[src/rtl/legv8_pkg.sv]
// Shared opcode constants and decode/FSM types for the LEGv8 multicycle controller.
package legv8_pkg;

  localparam logic [10:0] OP_LSL  = 11'h69B;
  localparam logic [10:0] OP_LSR  = 11'h69A;
  localparam logic [10:0] OP_MUL  = 11'h4D8;
  localparam logic [10:0] OP_ADDS = 11'h558;
  localparam logic [10:0] OP_SUBS = 11'h758;
  localparam logic [10:0] OP_LDUR = 11'h7C2;
  localparam logic [10:0] OP_STUR = 11'h7C0;
  localparam logic [9:0]  OP_ADDI = 10'h244;
  localparam logic [7:0]  OP_CBZ  = 8'hB4;
  localparam logic [7:0]  OP_BCOND = 8'h54;
  localparam logic [5:0]  OP_B    = 6'h05;
  localparam logic [4:0]  COND_LT = 5'h0B;

  typedef enum logic [2:0] {
    IMM_SHAMT = 3'd0,
    IMM_D     = 3'd1,
    IMM_CB    = 3'd2,
    IMM_B     = 3'd3,
    IMM_I     = 3'd4,
    IMM_NONE  = 3'd7
  } imm_sel_t;

  typedef enum logic [2:0] {
    ALU_ADD   = 3'd0,
    ALU_SUB   = 3'd1,
    ALU_LSL   = 3'd2,
    ALU_LSR   = 3'd3,
    ALU_PASSB = 3'd4
  } alu_op_t;

  typedef enum logic [1:0] {
    WB_ALU = 2'd0,
    WB_MEM = 2'd1,
    WB_MUL = 2'd2
  } wb_sel_t;

  typedef enum logic [3:0] {
    CL_NONE, CL_SHIFT, CL_FLAG, CL_MUL, CL_LOAD,
    CL_STORE, CL_ADDI, CL_CBZ, CL_BLT, CL_B
  } instr_class_t;

  typedef enum logic [2:0] {
    S_FETCH, S_DECODE, S_EXEC, S_MULW, S_MEM, S_WB, S_HALT
  } state_t;

endpackage

[src/rtl/legv8_multicycle_ctrl_if.sv]
// Handshake bundle between the controller and instruction memory, data memory and multiplier.
interface legv8_multicycle_ctrl_if;
  // Requests (imem_req, dmem_rd, dmem_wr) stay high until the matching ready is seen high in the
  // same cycle; that cycle completes the transfer. mul_start is a one-cycle pulse, mul_done a level.
  logic [31:0] instr;
  logic        imem_req;
  logic        imem_ready;
  logic        dmem_rd;
  logic        dmem_wr;
  logic        dmem_ready;
  logic        mul_start;
  logic        mul_done;

  modport master (
    input  instr, imem_ready, dmem_ready, mul_done,
    output imem_req, dmem_rd, dmem_wr, mul_start
  );

  modport slave (
    output instr, imem_ready, dmem_ready, mul_done,
    input  imem_req, dmem_rd, dmem_wr, mul_start
  );
endinterface

[src/rtl/legv8_decode.sv]
// Combinational instruction classifier: opcode -> class, immediate format and ALU operation.
module legv8_decode
  import legv8_pkg::*;
(
  input  logic [31:0]  instr,
  output instr_class_t cls,
  output imm_sel_t     imm,
  output alu_op_t      alu,
  output logic         valid
);

  // Register and immediate fields belong to the datapath.
  logic unused_bits;
  assign unused_bits = ^instr[20:5];

  always_comb begin
    cls = CL_NONE;
    imm = IMM_NONE;
    alu = ALU_ADD;
    if (instr[31:21] == OP_LSL) begin
      cls = CL_SHIFT; imm = IMM_SHAMT; alu = ALU_LSL;
    end else if (instr[31:21] == OP_LSR) begin
      cls = CL_SHIFT; imm = IMM_SHAMT; alu = ALU_LSR;
    end else if (instr[31:21] == OP_MUL) begin
      cls = CL_MUL;
    end else if (instr[31:21] == OP_ADDS) begin
      cls = CL_FLAG;
    end else if (instr[31:21] == OP_SUBS) begin
      cls = CL_FLAG; alu = ALU_SUB;
    end else if (instr[31:21] == OP_LDUR) begin
      cls = CL_LOAD; imm = IMM_D;
    end else if (instr[31:21] == OP_STUR) begin
      cls = CL_STORE; imm = IMM_D;
    end else if (instr[31:22] == OP_ADDI) begin
      cls = CL_ADDI; imm = IMM_I;
    end else if (instr[31:24] == OP_CBZ) begin
      cls = CL_CBZ; imm = IMM_CB; alu = ALU_PASSB;
    end else if (instr[31:24] == OP_BCOND && instr[4:0] == COND_LT) begin
      cls = CL_BLT; imm = IMM_CB;
    end else if (instr[31:26] == OP_B) begin
      cls = CL_B; imm = IMM_B;
    end
    valid = (cls != CL_NONE);
  end

endmodule

[src/rtl/legv8_multicycle_ctrl.sv]
// LEGv8 multicycle control FSM: sequences fetch/decode/execute/memory/writeback and counts retires.
module legv8_multicycle_ctrl
  import legv8_pkg::*;
#(
  parameter int CNT_W = 32
) (
  input  logic             clk,
  input  logic             reset_n,
  legv8_multicycle_ctrl_if.master bus,
  output logic             ir_we,
  output logic [2:0]       imm_sel,
  output logic [2:0]       alu_op,
  output logic             alu_src_imm,
  output logic             flag_we,
  input  logic             alu_zero,
  input  logic             flag_n,
  input  logic             flag_v,
  output logic             reg_we,
  output logic [1:0]       wb_sel,
  output logic             pc_we,
  output logic             pc_sel,
  output logic             illegal,
  output logic [CNT_W-1:0] retired,
  output logic [2:0]       state_dbg
);

  state_t       state_q;
  instr_class_t cls_q;
  imm_sel_t     imm_q;
  alu_op_t      alu_q;
  logic         illegal_q;
  logic [CNT_W-1:0] retired_q;

  instr_class_t dec_cls;
  imm_sel_t     dec_imm;
  alu_op_t      dec_alu;
  logic         dec_valid;

  legv8_decode u_decode (
    .instr (bus.instr),
    .cls   (dec_cls),
    .imm   (dec_imm),
    .alu   (dec_alu),
    .valid (dec_valid)
  );

  // Decode is captured on the IR load edge, so DECODE only has to act on the latched class.
  always_ff @(posedge clk or negedge reset_n) begin
    if (!reset_n) begin
      state_q   <= S_FETCH;
      cls_q     <= CL_NONE;
      imm_q     <= IMM_NONE;
      alu_q     <= ALU_ADD;
      illegal_q <= 1'b0;
      retired_q <= '0;
    end else begin
      if (pc_we) retired_q <= retired_q + CNT_W'(1);
      case (state_q)
        S_FETCH: if (bus.imem_ready) begin
          state_q <= S_DECODE;
          cls_q   <= dec_valid ? dec_cls : CL_NONE;
          imm_q   <= dec_imm;
          alu_q   <= dec_alu;
        end
        S_DECODE: if (cls_q == CL_NONE) begin
          state_q   <= S_HALT;
          illegal_q <= 1'b1;
        end else begin
          state_q <= S_EXEC;
        end
        S_EXEC: case (cls_q)
          CL_MUL:                 state_q <= S_MULW;
          CL_LOAD, CL_STORE:      state_q <= S_MEM;
          CL_B, CL_CBZ, CL_BLT:   state_q <= S_FETCH;
          default:                state_q <= S_WB;
        endcase
        S_MULW: if (bus.mul_done) state_q <= S_WB;
        S_MEM: if (bus.dmem_ready) state_q <= (cls_q == CL_LOAD) ? S_WB : S_FETCH;
        S_WB:    state_q <= S_FETCH;
        default: state_q <= S_HALT;
      endcase
    end
  end

  always_comb begin
    bus.imem_req  = 1'b0;
    bus.dmem_rd   = 1'b0;
    bus.dmem_wr   = 1'b0;
    bus.mul_start = 1'b0;
    ir_we         = 1'b0;
    alu_src_imm   = 1'b0;
    flag_we       = 1'b0;
    reg_we        = 1'b0;
    wb_sel        = WB_ALU;
    pc_we         = 1'b0;
    pc_sel        = 1'b0;
    case (state_q)
      S_FETCH: begin
        bus.imem_req = 1'b1;
        ir_we        = bus.imem_ready;
      end
      S_EXEC: begin
        alu_src_imm   = (cls_q inside {CL_SHIFT, CL_ADDI, CL_LOAD, CL_STORE});
        flag_we       = (cls_q == CL_FLAG);
        bus.mul_start = (cls_q == CL_MUL);
        case (cls_q)
          CL_B:    begin pc_we = 1'b1; pc_sel = 1'b1; end
          CL_CBZ:  begin pc_we = 1'b1; pc_sel = alu_zero; end
          CL_BLT:  begin pc_we = 1'b1; pc_sel = flag_n ^ flag_v; end
          default: ;
        endcase
      end
      S_MEM: begin
        bus.dmem_rd = (cls_q == CL_LOAD);
        bus.dmem_wr = (cls_q == CL_STORE);
        pc_we       = (cls_q == CL_STORE) && bus.dmem_ready;
      end
      S_WB: begin
        reg_we = 1'b1;
        pc_we  = 1'b1;
        wb_sel = (cls_q == CL_LOAD) ? WB_MEM : (cls_q == CL_MUL) ? WB_MUL : WB_ALU;
      end
      default: ;
    endcase
  end

  assign imm_sel   = imm_q;
  assign alu_op    = alu_q;
  assign illegal   = illegal_q;
  assign retired   = retired_q;
  assign state_dbg = state_q;

endmodule
[src/flat_wrapper.sv]
// flat-port wrapper written by rule: the top's interface ports become plain ports
module legv8_multicycle_ctrl_flat import legv8_pkg::*;
#(
  parameter int CNT_W = 32
)
  (clk, reset_n, ir_we, imm_sel, alu_op, alu_src_imm, flag_we, alu_zero, flag_n, flag_v, reg_we, wb_sel, pc_we, pc_sel, illegal, retired, state_dbg, bus_instr, bus_imem_ready, bus_dmem_ready, bus_mul_done, bus_imem_req, bus_dmem_rd, bus_dmem_wr, bus_mul_start);
  legv8_multicycle_ctrl_if bus_i ();
  input  logic clk;
  input  logic reset_n;
  output logic ir_we;
  output logic [2:0] imm_sel;
  output logic [2:0] alu_op;
  output logic alu_src_imm;
  output logic flag_we;
  input  logic alu_zero;
  input  logic flag_n;
  input  logic flag_v;
  output logic reg_we;
  output logic [1:0] wb_sel;
  output logic pc_we;
  output logic pc_sel;
  output logic illegal;
  output logic [CNT_W-1:0] retired;
  output logic [2:0] state_dbg;
  input wire logic [$bits(bus_i.instr)-1:0] bus_instr;
  input wire logic [$bits(bus_i.imem_ready)-1:0] bus_imem_ready;
  input wire logic [$bits(bus_i.dmem_ready)-1:0] bus_dmem_ready;
  input wire logic [$bits(bus_i.mul_done)-1:0] bus_mul_done;
  output wire logic [$bits(bus_i.imem_req)-1:0] bus_imem_req;
  output wire logic [$bits(bus_i.dmem_rd)-1:0] bus_dmem_rd;
  output wire logic [$bits(bus_i.dmem_wr)-1:0] bus_dmem_wr;
  output wire logic [$bits(bus_i.mul_start)-1:0] bus_mul_start;
  assign bus_i.instr = bus_instr;
  assign bus_i.imem_ready = bus_imem_ready;
  assign bus_i.dmem_ready = bus_dmem_ready;
  assign bus_i.mul_done = bus_mul_done;
  assign bus_imem_req = bus_i.imem_req;
  assign bus_dmem_rd = bus_i.dmem_rd;
  assign bus_dmem_wr = bus_i.dmem_wr;
  assign bus_mul_start = bus_i.mul_start;
  legv8_multicycle_ctrl #(.CNT_W(CNT_W)) u_core (.clk(clk), .reset_n(reset_n), .bus(bus_i), .ir_we(ir_we), .imm_sel(imm_sel), .alu_op(alu_op), .alu_src_imm(alu_src_imm), .flag_we(flag_we), .alu_zero(alu_zero), .flag_n(flag_n), .flag_v(flag_v), .reg_we(reg_we), .wb_sel(wb_sel), .pc_we(pc_we), .pc_sel(pc_sel), .illegal(illegal), .retired(retired), .state_dbg(state_dbg));
endmodule
[config.mk]
export PLATFORM = sky130hd
export DESIGN_NAME = legv8_multicycle_ctrl_flat
export DESIGN_NICKNAME = d
export VERILOG_FILES = /design/src/rtl/legv8_pkg.sv /design/src/rtl/legv8_multicycle_ctrl_if.sv /design/src/rtl/legv8_decode.sv /design/src/rtl/legv8_multicycle_ctrl.sv /design/src/flat_wrapper.sv
export SDC_FILE = /design/constraint.sdc
export NUM_CORES = 1
export LEC_CHECK = 0
export ABC_AREA = 1
export CAP_MARGIN = 15
export CORE_MARGIN = 5
export CORE_UTILIZATION = 44
export DETAILED_ROUTE_END_ITERATION = 10
export PLACE_DENSITY = 0.83
export SLEW_MARGIN = 20
export SYNTH_ARGS = -nofsm -noshare
export SYNTH_HDL_FRONTEND = slang
export SYNTH_HIERARCHICAL = 1
export SYNTH_SLANG_ARGS = --single-unit
export TNS_END_PERCENT = 100
[constraint.sdc]
create_clock -name clk -period 1.3 [get_ports clk]
set_input_delay 0.26 -clock clk [delete_from_list [all_inputs] [get_ports clk]]
set_output_delay 0.26 -clock clk [all_outputs]
set_load 0.005 [all_outputs]
## Yosys cells after proc, flatten, opt, wreduce, memory -nomap -nowiden

Index checks and enable logic that the tools add are counted.

| cells by class | value |
|---|---|
| reductions and logical operators | 11 |
| bitwise operators | 1 |
| muxes and demuxes | 54 |
| add/sub/neg operators | 1 |
| equal/unequal tests | 29 |

Operators with widths:

| cell | count |
|---|---|
| $eq A11 B11 Y1 const B | 7 |
| $mux W3 | 25 |
| $mux W4 | 12 |
| $add A32 B1 Y32 const B | 1 |
| $pmux W3 S6 | 1 |
| $eq A4 B3 Y1 const B | 4 |
| $eq A10 B10 Y1 const B | 1 |
| $mux W1 | 10 |
| $pmux W3 S3 | 1 |
| $eq A4 B2 Y1 const B | 2 |
| $eq A4 B4 Y1 const B | 2 |
| $eq A8 B7 Y1 const B | 1 |
| $eq A8 B8 Y1 const B | 1 |
| $reduce_bool A4 Y1 | 2 |
| $eq A3 B2 Y1 const B | 2 |
| $eq A3 B3 Y1 const B | 2 |
| $eq A6 B3 Y1 const B | 1 |
| $mux W2 | 3 |
| $ne A2 B2 Y1 const B | 3 |
| $pmux W1 S3 | 2 |
| $eq A5 B4 Y1 const B | 1 |
| $eq A4 B1 Y1 const B | 1 |
| $logic_not A4 Y1 | 1 |
| $reduce_and A2 Y1 | 2 |
| 7 further kinds | 8 |

| word-level totals | value |
|---|---|
| input bits | 40 |
| output and inout bits | 54 |
| flip-flop bits (word level) | 46 |
| logic and storage cells | 102 |

## Depth between registers and ports, before layout

| logic depth | value |
|---|---|
| word-level depth | 14 |
| mapped depth | 10 |
| mapped depth without buffers | 10 |

## Cells and area by module

The synthesis kept the hierarchy.

By module, submodules not included:

| module | area each (µm²) | times used | cells each |
|---|---|---|---|
| legv8_multicycle_ctrl | 2,886.5 | 1 | 444 |
| legv8_decode | 429.2 | 1 | 95 |

## Worst setup path before layout

Ideal clock, no wire load.

| path | value |
|---|---|
| path type | register -> register |
| from | register u_core.retired_q[0] (netlist: u_core/retired[0]) |
| to | register u_core.retired_q[26] (netlist: u_core/retired[26]) |
| cell stages (with the launch flop) | 11 |
| path buffers | 0 |
| setup time | 116 ps |
| path slack | -154 ps |
| data arrival time | 1,338 ps |
| period minus slack after synthesis | 1,454 ps |
| path through | dfrtp_1 > ha_1 > nand3_1 > inv_1 > nand2_1 > nor2_1 > nand2_1 > nand2_1 > nand2_1 > nand2_1 > nand2_1 |

| on the way | value |
|---|---|
| cells in the longest elaborated chain, start to end | 1 |

RTL lines:

| item | line | RTL |
|---|---|---|
| from (decl) | legv8_multicycle_ctrl.sv:32 | `logic [CNT_W-1:0] retired_q;` |
| from (signal assigned) | legv8_multicycle_ctrl.sv:57 | `if (pc_we) retired_q <= retired_q + CNT_W'(1);` |
| $add A32 B1 Y32 | legv8_multicycle_ctrl.sv:57 |  |

Every way passes these cells.
A chain may end at the register's enable or synchronous reset.

## Worst setup path after layout

| path | value |
|---|---|
| from | register u_core.cls_q[0] |
| to | output pc_sel |

| on the way | value |
|---|---|
| cells in the longest elaborated chain, start to end | 3 |
| elaborated cells on any way between the ends | 5 |
| classes of those cells | eq/ne (3); mux (2) |

RTL lines:

| item | line | RTL |
|---|---|---|
| from (decl) | legv8_multicycle_ctrl.sv:28 | `instr_class_t cls_q;` |
| from (signal assigned) | legv8_multicycle_ctrl.sv:61 | `cls_q <= dec_valid ? dec_cls : CL_NONE;` |
| $eq A4 B4 Y1 or $eq A4 B3 Y1 (tied branches) | legv8_multicycle_ctrl.sv:106 | `case (cls_q)` |
| $pmux W1 S3 * | legv8_multicycle_ctrl.sv:106 |  |
| $mux W1 * | legv8_multicycle_ctrl.sv:97 | `case (state_q)` |
| to (decl) | flat_wrapper.sv:21 | `output logic pc_sel;` |

Mark *: on every way between the ends. The rest lies on a longest branch, timed or not.

==> impl_metrics.csv <==
group,metric,value,unit
run_status,run_status,"complete, but fails checks",
run_status,violated_checks,"negative setup slack",
sta,final-hold-violation-count,0,
sta,max_freq,553,MHz
die,num_io_pins,94,
die,die_area,9370,um2
global_routing,grt_start_max_net_pins,43,
routing,drtIter0Drc,297,
placed_design,placement.setup.worst_slack,-0.614,ns
logic_synthesis,postSynthAreaPerCell,6.15,um2
global_routing,first_global_vias,4504,
routing,wl_per_cell,15.4,um
die,fp-row-count,31,
final_layout,finalNetCount,809,
worst_setup_path,critical_path_required,1.04,ns
global_routing,grt_pass1_wl,20.3,mm
logic_synthesis,synth.distinct_cells,25,
die,die_width,96.8,um
sta,layout_min_cycle_time,1.81,ns
routing,routed-via-count,4596,
sta,post-route-period-util,1.39,
worst_setup_path,worstPathMaxFanout,3,
final_layout,diodes,0,
power,leakage,3.07,nW
logic_synthesis,number_of_synthesized_register_bits,46,
power,vdd_drop_max,1.13,mV
routing,remaining_drc_errors,0,
clock_tree,clock_sink_count,46,
clock_tree,clkLatencyLatePin,0.32,ns
routing,drt_pre_antenna_iters,5,
run,cap_violations,0,
die,chipHeight,96.8,um
routing,post_drt_via_cell_ratio,5.29,
power,power.density,1080,nW/um2
logic_synthesis,number_of_nets_in_the_synthesized_netlist,580,
final_layout,syn_to_final_growth,76.2,%
worst_setup_path,regToRegSetupSlack,-0.45,ns
final_layout,final_core_util,0.801,
sta,drv_slew,0,
global_routing,global_route.usage.total,0.255,
placed_design,routabilityCongestion,0.942,
sta,maxSlewHeadroom,0.761,
sta,rsz0062_at_grt,"yes",
worst_setup_path,cp_data_arrival_time,1.55,ns
worst_setup_path,crit_path_end_kind,"primary output",
logic_synthesis,synth.cell_area,3320,um2
worst_setup_path,timing.critical_path.cells,"buf_4, nand4_1, inv_1, a22oi_1, nor2_1, buf_2",
logic_synthesis,post_synthesis_cells,539,
clock_tree,cts-root-to-sink-buffers,2,
clock_tree,path_clk_slew,0.11,ns
worst_setup_path,rr_worst_depth,9,
final_layout,layout_common_cells,"sky130_fd_sc_hd__nand2_1 (189), sky130_fd_sc_hd__buf_4 (110), sky130_fd_sc_hd__nor2_1 (78)",
worst_setup_path,crit_family,"flip-flops",
clock_tree,htree_num_levels,2,
sta,worst_pin_slew,0.356,ns
worst_setup_path,worstSetupPathType,"register to primary output",
logic_synthesis,yosys_warnings,6,
worst_setup_path,critical-path-max-stage-delay,0.44,ns
worst_setup_path,crit_path_top_delay_cell,"sky130_fd_sc_hd__dfrtp_1",
final_layout,layout.cells.most_common,"sky130_fd_sc_hd__nand2_1",
die,initial_core_util,0.455,
worst_hold_path,hp-class,"input port to async pin",
global_routing,number_of_antenna_violations_at_the_first_check_in_global_routing,0,
routing,ant_nets,0,
routing,wl,13.4,mm
clock_tree,cts-root-buf,"sky130_fd_sc_hd__clkbuf_8",
placed_design,place.port_buffers,77,
worst_setup_path,timing.rr.start,"u_core/cls_q[0]$_DFFE_PN0P_",
global_routing,grt.overflow.total,0,
worst_setup_path,critical_path_buf_inv_count,3,
sta,finClkSkew,0.0180,ns
worst_setup_path,critical_path.reg2reg.endpoint,"u_core/retired[2]$_DFFE_PN0P_",
die,core_area,7290,um2
sta,setup_viol,58,
clock_tree,tritoncts,"yes",
sta,postLayoutSetupSlackWorst,-0.509,ns
final_layout,drive_gt1_frac,0.397,
logic_synthesis,synth_seq_area_share,0.348,
worst_setup_path,setup.worst_path.start_class,"register",
clock_tree,numCtsBuffers,5,
placed_design,dp.final_hpwl,7.81,mm
sta,final.setup.tns,-19.32,ns
## registers in the layout, indices dropped and copies added, names as in the netlist
signal and cells:
u_core/cls_q 4, u_core/alu_op 3, u_core/retired 32, u_core/illegal 1, u_core/state_dbg 3, u_core/imm_sel 3
## power by group
group          internal [mW]  switching [mW]  total [mW]
sequential              1.63           0.154        1.78
combinational           1.87            1.70        3.57
clock                  0.401           0.582       0.982
## cell type report
type / count / area (um2)
sequential: 46 / 1160
clock inverter: 3 / 26.3
tap: 99 / 124
timing repair buffer: 229 / 2030
clock buffer: 5 / 68.8
fill: 500 / 1450
inverter: 66 / 258
multi-input combinational: 420 / 2180
## worst max-delay path by stage
stage                                        startpoint                        endpoint  cells after the start
after floorplan           u_core/retired[0]$_DFFE_PN0P_  u_core/retired[26]$_DFFE_PN0P_                     10
after global placement                           flag_n                          pc_sel                      7
after detailed placement                  bus_instr[29]     u_core/cls_q[3]$_DFFE_PN0P_                     11
after CTS                   u_core/cls_q[0]$_DFFE_PN0P_                          pc_sel                      7
after global routing        u_core/cls_q[0]$_DFFE_PN0P_                          pc_sel                      6
final                       u_core/cls_q[0]$_DFFE_PN0P_                          pc_sel                      6
## per-stage QoR
step | hold WS [ns] | power [mW] | cells | cell area (um2)
after floorplan | -0.0356 | 2.74 | 539 | 3360
after global placement | 0.0837 | 3.76 | 790 | 4820
after detailed placement | 0.0918 | 3.82 | 790 | 4820
after CTS | 0.336 | 5.54 | 851 | 5510
after global routing | 0.351 | 6.66 | 868 | 5840
final | 0.348 | 6.34 | 868 | 5840
## metal layers
layer | global-route usage | vias up | wire length, um
li1 | - | 2146 | -
met4 | 0.125 | 0 | 618
met1 | 0.285 | 2108 | 4790
met2 | 0.465 | 277 | 6890
met3 | 0.0417 | 65 | 1080
met5 | 0 | - | 0
## synthesized netlist by cell type
master | n | area share
sky130_fd_sc_hd__buf_4 | 3 | 0.0068
sky130_fd_sc_hd__nand3_4 | 1 | 0.0053
sky130_fd_sc_hd__ha_1 | 1 | 0.0038
sky130_fd_sc_hd__a2111oi_0 | 1 | 0.0026
sky130_fd_sc_hd__o21ai_0 | 14 | 0.021
sky130_fd_sc_hd__nand2_1 | 213 | 0.24
sky130_fd_sc_hd__a22oi_1 | 1 | 0.0023
sky130_fd_sc_hd__nand3_1 | 30 | 0.045
sky130_fd_sc_hd__inv_2 | 6 | 0.0068
sky130_fd_sc_hd__nand2_2 | 2 | 0.0038
sky130_fd_sc_hd__inv_1 | 60 | 0.068
sky130_fd_sc_hd__a21oi_1 | 1 | 0.0015
sky130_fd_sc_hd__nand3b_1 | 10 | 0.023
sky130_fd_sc_hd__xor2_1 | 7 | 0.018
sky130_fd_sc_hd__nor2_4 | 2 | 0.0068
sky130_fd_sc_hd__dfstp_2 | 3 | 0.024
sky130_fd_sc_hd__dfrtp_1 | 43 | 0.32
sky130_fd_sc_hd__nor2_2 | 8 | 0.015
sky130_fd_sc_hd__o21ai_2 | 1 | 0.0026
sky130_fd_sc_hd__buf_6 | 4 | 0.014
sky130_fd_sc_hd__o21ai_1 | 8 | 0.012
sky130_fd_sc_hd__nand3_2 | 2 | 0.0060
sky130_fd_sc_hd__nor3_1 | 7 | 0.011
sky130_fd_sc_hd__nand4_1 | 13 | 0.025
sky130_fd_sc_hd__nor2_1 | 98 | 0.11
## timing repair
item,CTS,global route
pin swaps,21,35
endpoints found under the hold margin,20,0
setup buffers,53,19
hold buffers,1,0
gates resized for setup,241,81
setup endpoints to repair,98,69
cloned,3,4
## cells by family after synthesis
| group | count (synthesis) | share of synthesized area |
|---|---|---|
| flip-flops | 46 | 0.348 |
| buffers and inverters | 73 | 0.0951 |
| XOR/XNOR | 7 | 0.0185 |
| AND/OR/NAND/NOR | 386 | 0.492 |
| AO/OA/AOI/OAI | 26 | 0.0423 |
| adder cells (fa/ha/maj) | 1 | 0.00377 |
Note: power is estimated with default switching activity, not from simulation.
